`config.mk`:
```
export PLATFORM = sky130hd
export DESIGN_NAME = median_frame_ctrl
export DESIGN_NICKNAME = d
export VERILOG_FILES = /design/src/rtl/median_frame_ctrl.sv
export SDC_FILE = /design/constraint.sdc
export NUM_CORES = 1
export LEC_CHECK = 0
export ABC_CLOCK_PERIOD_IN_PS = 19310
export BUFFER_PORTS_ARGS = -buffer_cell sky130_fd_sc_hd__buf_2
export CORE_MARGIN = 5
export CORE_UTILIZATION = 65
export CTS_CLUSTER_DIAMETER = 200
export DETAILED_ROUTE_END_ITERATION = 10
export PLACE_DENSITY = 0.95
export SLEW_MARGIN = 0
export SYNTH_ARGS = -nofsm -noshare
export SYNTH_HDL_FRONTEND = slang
export SYNTH_SLANG_ARGS = --single-unit
```
`constraint.sdc`:
```
create_clock -name S_AXI_ACLK -period 19.31 [get_ports S_AXI_ACLK]
set_clock_uncertainty 0.1 [all_clocks]
set_input_delay 0.9655 -clock S_AXI_ACLK [delete_from_list [all_inputs] [get_ports S_AXI_ACLK]]
set_output_delay 0.9655 -clock S_AXI_ACLK [all_outputs]
set_load 0.05 [all_outputs]
```
`src/rtl/median_frame_ctrl.sv`:
```
// rtl/median_frame_ctrl.sv - raster-scan frame sequencer feeding a 3x3 median core
// Gathers edge-replicated 3x3 windows from source memory and writes medians to destination memory.
module median_frame_ctrl #(
  parameter int PIX_W  = 8,
  parameter int DIM_W  = 10,
  parameter int ADDR_W = 10
) (
  input  logic               S_AXI_ACLK,
  input  logic               S_AXI_ARESET,
  input  logic [DIM_W-1:0]   cfg_width,
  input  logic [DIM_W-1:0]   cfg_height,
  input  logic               start,
  input  logic               abort,
  output logic               busy,
  output logic               done,
  output logic               err,
  output logic               src_re,
  output logic [ADDR_W-1:0]  src_addr,
  input  logic [PIX_W-1:0]   src_rdata,
  output logic               win_valid,
  input  logic               win_ready,
  output logic [9*PIX_W-1:0] win_data,
  input  logic               med_valid,
  input  logic [PIX_W-1:0]   med_data,
  output logic               dst_we,
  output logic [ADDR_W-1:0]  dst_addr,
  output logic [PIX_W-1:0]   dst_wdata
);

  typedef enum logic [3:0] {
    S_IDLE, S_CHECK, S_FETCH, S_WAIT_RD, S_SEND, S_WAIT_MED, S_WRITE, S_NEXT, S_DONE
  } state_t;

  localparam logic [DIM_W-1:0]   ONE_D    = {{(DIM_W-1){1'b0}}, 1'b1};
  localparam logic [2*DIM_W-1:0] MAX_AREA = {{(2*DIM_W-1){1'b0}}, 1'b1} << ADDR_W;

  state_t             r_state;
  state_t             w_next;
  logic [DIM_W-1:0]   r_w, r_h, r_x, r_y;
  logic [3:0]         r_k, r_rd_slot;
  logic               r_rd_pend, r_err;
  logic [9*PIX_W-1:0] r_win;
  logic [PIX_W-1:0]   r_med;

  logic [2*DIM_W-1:0] w_area;
  logic               w_cfg_bad, w_last_x, w_last_y;
  logic [1:0]         w_row, w_col;
  logic [DIM_W-1:0]   w_xc, w_yc;

  assign w_area    = {{DIM_W{1'b0}}, r_w} * {{DIM_W{1'b0}}, r_h};
  assign w_cfg_bad = (r_w == '0) || (r_h == '0) || (w_area > MAX_AREA);
  assign w_last_x  = (r_x == r_w - ONE_D);
  assign w_last_y  = (r_y == r_h - ONE_D);

  // Fetch index k walks the window row-major: row = k/3, col = k%3 (0 => -1, 2 => +1).
  always_comb begin
    w_row = 2'd0;
    w_col = 2'd0;
    case (r_k)
      4'd0: begin w_row = 2'd0; w_col = 2'd0; end
      4'd1: begin w_row = 2'd0; w_col = 2'd1; end
      4'd2: begin w_row = 2'd0; w_col = 2'd2; end
      4'd3: begin w_row = 2'd1; w_col = 2'd0; end
      4'd4: begin w_row = 2'd1; w_col = 2'd1; end
      4'd5: begin w_row = 2'd1; w_col = 2'd2; end
      4'd6: begin w_row = 2'd2; w_col = 2'd0; end
      4'd7: begin w_row = 2'd2; w_col = 2'd1; end
      4'd8: begin w_row = 2'd2; w_col = 2'd2; end
      default: begin w_row = 2'd0; w_col = 2'd0; end
    endcase
  end

  always_comb begin
    w_xc = r_x;
    w_yc = r_y;
    if (w_col == 2'd0 && r_x != '0) w_xc = r_x - ONE_D;
    if (w_col == 2'd2 && !w_last_x) w_xc = r_x + ONE_D;
    if (w_row == 2'd0 && r_y != '0) w_yc = r_y - ONE_D;
    if (w_row == 2'd2 && !w_last_y) w_yc = r_y + ONE_D;
  end

  assign busy      = (r_state != S_IDLE) && (r_state != S_DONE);
  assign done      = (r_state == S_DONE);
  assign err       = r_err;
  assign src_re    = (r_state == S_FETCH);
  assign src_addr  = ADDR_W'(w_yc) * ADDR_W'(r_w) + ADDR_W'(w_xc);
  assign win_valid = (r_state == S_SEND);
  assign win_data  = r_win;
  assign dst_we    = (r_state == S_WRITE);
  assign dst_addr  = ADDR_W'(r_y) * ADDR_W'(r_w) + ADDR_W'(r_x);
  assign dst_wdata = r_med;

  always_ff @(posedge S_AXI_ACLK or posedge S_AXI_ARESET) begin
    if (S_AXI_ARESET) r_state <= S_IDLE;
    else              r_state <= w_next;
  end

  always_comb begin
    w_next = r_state;
    case (r_state)
      S_IDLE:     if (start) w_next = S_CHECK;
      S_CHECK:    w_next = w_cfg_bad ? S_DONE : S_FETCH;
      S_FETCH:    if (r_k == 4'd8) w_next = S_WAIT_RD;
      S_WAIT_RD:  w_next = S_SEND;
      S_SEND:     if (win_ready) w_next = S_WAIT_MED;
      S_WAIT_MED: if (med_valid) w_next = S_WRITE;
      S_WRITE:    w_next = S_NEXT;
      S_NEXT:     w_next = (w_last_x && w_last_y) ? S_DONE : S_FETCH;
      S_DONE:     w_next = S_IDLE;
      default:    w_next = S_IDLE;
    endcase
    // Abort also beats a same-cycle start while idle.
    if (abort) w_next = S_IDLE;
  end

  always_ff @(posedge S_AXI_ACLK or posedge S_AXI_ARESET) begin
    if (S_AXI_ARESET) begin
      r_w       <= '0;
      r_h       <= '0;
      r_x       <= '0;
      r_y       <= '0;
      r_k       <= '0;
      r_rd_slot <= '0;
      r_rd_pend <= 1'b0;
      r_err     <= 1'b0;
      r_win     <= '0;
      r_med     <= '0;
    end else begin
      r_rd_pend <= (r_state == S_FETCH);
      r_rd_slot <= r_k;
      for (int i = 0; i < 9; i++) begin
        if (r_rd_pend && r_rd_slot == 4'(i)) r_win[i*PIX_W +: PIX_W] <= src_rdata;
      end
      case (r_state)
        S_IDLE: begin
          if (start && !abort) begin
            r_w   <= cfg_width;
            r_h   <= cfg_height;
            r_err <= 1'b0;
          end
        end
        S_CHECK: begin
          r_x <= '0;
          r_y <= '0;
          r_k <= '0;
          if (w_cfg_bad && !abort) r_err <= 1'b1;
        end
        S_FETCH:    r_k <= (r_k == 4'd8) ? 4'd0 : r_k + 4'd1;
        S_WAIT_MED: if (med_valid) r_med <= med_data;
        S_NEXT: begin
          if (w_last_x) begin
            r_x <= '0;
            r_y <= r_y + ONE_D;
          end else begin
            r_x <= r_x + ONE_D;
          end
        end
        default: ;
      endcase
    end
  end

endmodule
```
==> parameters.txt <==
Parameter                              Value

Status
  Run status    finished clean

Floorplan
  Io pins    between 100 and 150
  Horizontal extent of the die    roughly 160 um
  DIE HEIGHT    ~160 um
  Area of the die    24360 um^2
  Area of the core region    21020 um^2
  Placement Rows    53
  Initial Util    0.6597

Synth
  Fraction of post-synthesis cell area in the top cell type by area    0.2418
  Synthesized-area fraction occupied by and/or/nand/nor cells    0.1639
  Count of yosys warnings during synthesis    0
  Most instantiated flip-flop cell in the synthesis netlist    sky130_fd_sc_hd__dfrtp_1
  Summed instance area of the synthesized netlist    about 14000 um^2
  XOR/XNOR share of the synthesized area    0.06306
  Post-synth EDFFs    0
  Leading area contributor after synthesis    sky130_fd_sc_hd__dfrtp_1
  Post-Syn Area per Cell    roughly 9.4 um^2
  Synth cell types    77
  Register bit total from synthesis    approximately 130
  Dominant combinational cell family by area after synthesis    adder cells
  Syn Nets    approximately 1800
  Post-synthesis adder-cell area fraction    0.2871
  Most used standard cells in the synthesized netlist    197 x sky130_fd_sc_hd__inv_1, 148 x sky130_fd_sc_hd__nand2_1, 134 x sky130_fd_sc_hd__dfrtp_1, 123 x sky130_fd_sc_hd__ha_1, 122 x sky130_fd_sc_hd__fa_1
  Top cells by area in the synthesized netlist    sky130_fd_sc_hd__dfrtp_1 24%, sky130_fd_sc_hd__fa_1 18%, sky130_fd_sc_hd__ha_1 11%
  Mux cell area share after synthesis    0.08562
  Most numerous cell in the Yosys netlist    sky130_fd_sc_hd__inv_1
  Fraction of the mapped netlist area in compound gates    0.08291
  Post-synthesis cell count    between 1000 and 1500
  Share of the yosys chip area belonging to registers    0.2418
  Share of synthesized flip-flops with an asynchronous set or reset    1.000

Layout
  Fin util    0.7283
  Fraction of layout instances using a drive strength above 1    0.1986
  Post-synthesis to final-layout area growth    10.39%
  Net count reported at finish    about 1900

Timing
  Worst-case headroom to the max-slew limit    0.2026
  Count of endpoints failing hold in the final timing report    0
  Final-report setup violation count    0
  Achievable clock frequency    just over 0.1 GHz
  Unrepaired setup endpoints after global routing    no
  Sum of negative setup slack    0 ns
  Min Clock Period, post-route    roughly 9.7 ns
  Worst Max-Slew Pin Slew    between 1 and 1.5 ns
  Total count of max-transition violations in the final report    0
  Final critical-path share of the clock period    0.5038

Clock network
  Post-cts hold buffer count    0
  Insertion delay to the later sink of the worst-skew pair    about 0.43 ns
  Cell at the root of the clock tree    sky130_fd_sc_hd__clkbuf_16
  H-tree level count    4
  CTS buffer count    17
  Buffers from clock root to sink, at most    2
  Buffers inserted during post-CTS setup optimization    0
  Resized Gates After CTS    0
  Clock transition at the registers of the reported paths    around 0.06 ns
  Clock tree sinks    134
  Clock tree from TritonCTS    yes

Critical path
  Crit Path Category    reg -> out
  Worst R2R Path Depth    19
  Cell with the biggest individual delay on the critical path    sky130_fd_sc_hd__dfrtp_1
  Largest stage delay, worst path    roughly 0.66 ns
  WP data required    18.24 ns
  Capture instance of the worst register-to-register path    err
  CP endpoint kind    primary output
  Arrival time of the worst setup path    8.66 ns
  Cell class contributing the biggest share of worst-path delay    adder cells
  CP Buf/Inv Count    5
  Slack of the worst reg-to-reg path    12.14 ns
  Kind of start point of the critical path    register
  Reg2reg start    r_w[6]
  Highest net fanout along the worst path    14

Route
  Final wirelength    about 38000 um
  Final antenna-violating net count    0
  Vias per std cell    about 6.2
  DR iter-0 viols    about 1100
  WL/cell    between 20 and 25 um
  Total iterations of the first detailed-routing run    8
  Post-route DRC    0
  Vias    11600

Placement
  # port buffers    147
  Detailed-placement wirelength estimate    between 20000 and 30000 um
  Last weighted congestion value of the routability-driven placer    0.9456

Global route
  Total gr overflow    0
  All-Layer GR Usage    0.3139
  Via count of the first global-routing pass    ~12000
  Wire length of the first global-routing pass    between 60000 and 70000 um
  Pin count of the biggest net entering global routing    84
  Initial antenna violation count    1

Worst hold path
  Critical hold path startpoint    win_data[16]
  Classification of the worst-slack hold path    reg -> reg
  Hold path cells    1
  Hold-critical path endpoint    win_data[16]

Flow run
  Max-cap violation count    0
## worst max-delay path by stage
stage          startpoint           to  slack (ns)  cells after the start
6_report           r_h[0]  src_addr[9]        9.58                     28
4_1_cts            r_h[0]  src_addr[9]        9.58                     28
3_3_place_gp       r_h[0]  src_addr[9]       10.33                     28
2_1_floorplan      r_h[1]  src_addr[9]       10.60                     29
3_5_place_dp       r_h[0]  src_addr[9]       10.06                     28
5_1_grt            r_h[0]  src_addr[9]        8.94                     28
## flip-flops by register name (all words and copies together) (netlist names)
signal / count
r_rd_pend: 1
r_y: 10
r_x: 10
r_rd_slot: 4
r_h: 10
r_state: 4
err: 1
dst_wdata: 8
win_data: 72
r_k: 4
r_w: 10
## cells in the final DEF, fill, tap and decap left out, types with 11 or more instances in the layout
| cell type | synthesis | final |
|---|---|---|
| sky130_fd_sc_hd__inv_1 | 197 | 196 |
| sky130_fd_sc_hd__nor2_1 | 75 | 75 |
| sky130_fd_sc_hd__and3_1 | 17 | 17 |
| sky130_fd_sc_hd__mux2_2 | 101 | 101 |
| sky130_fd_sc_hd__a21o_1 | 14 | 14 |
| sky130_fd_sc_hd__xor2_1 | 26 | 26 |
| sky130_fd_sc_hd__nand3_1 | 20 | 20 |
| sky130_fd_sc_hd__dfrtp_1 | 134 | 134 |
| sky130_fd_sc_hd__o21ai_0 | 49 | 49 |
| sky130_fd_sc_hd__and2_1 | 83 | 83 |
| sky130_fd_sc_hd__a21oi_1 | 32 | 32 |
| sky130_fd_sc_hd__nand2b_1 | 16 | 16 |
| sky130_fd_sc_hd__fa_1 | 122 | 122 |
| sky130_fd_sc_hd__nand2_1 | 148 | 148 |
| sky130_fd_sc_hd__clkbuf_16 | 0 | 17 |
| sky130_fd_sc_hd__nor3_1 | 16 | 16 |
| sky130_fd_sc_hd__buf_2 | 4 | 147 |
| sky130_fd_sc_hd__ha_1 | 123 | 123 |
| sky130_fd_sc_hd__buf_4 | 1 | 11 |
| sky130_fd_sc_hd__xnor2_1 | 66 | 66 |
## routing by layer
metal  track usage  routed length [um]  up-vias
li1              -                   -     5028
met1        0.3660               12870     5617
met2        0.5442               18990      744
met3       0.06186                3411      214
met4        0.1717                2384        0
met5             0                   0        -
## per-stage QoR
step	instances	setup slack (ns)	hold WS (ns)	cell area (um^2)
floorplan	1471	10.60	0.2519	13870
global placement	1829	10.33	0.3831	14740
detailed placement	1829	10.06	0.3882	14740
CTS	1861	9.583	0.4015	15310
global route	1862	8.937	0.4079	15310
finish	1862	9.582	0.3989	15310
## cells by family after synthesis
kind of cell / count (synthesis)
muxes: 106
adders and majority gates: 245
AOI/OAI and AO/OA: 171
and+or+nand+nor: 445
buffers and inverters: 275
xor gates and xnor gates: 95
DFF: 134
## cell type report
type                    count  area (um^2)
multi-input cells        1062         9467
fillers                  1342         5712
flip-flops and latches    134         3353
repair buffers            158        818.3
inverters                 200        753.2
clock buffers              18        439.2
well taps                 275        344.1
clock inverters            14        132.6
diodes                      1        2.502
Power is left out: the tool's default activity adds up to more than one toggle a clock period on the data nets, which glitch-free logic cannot reach.
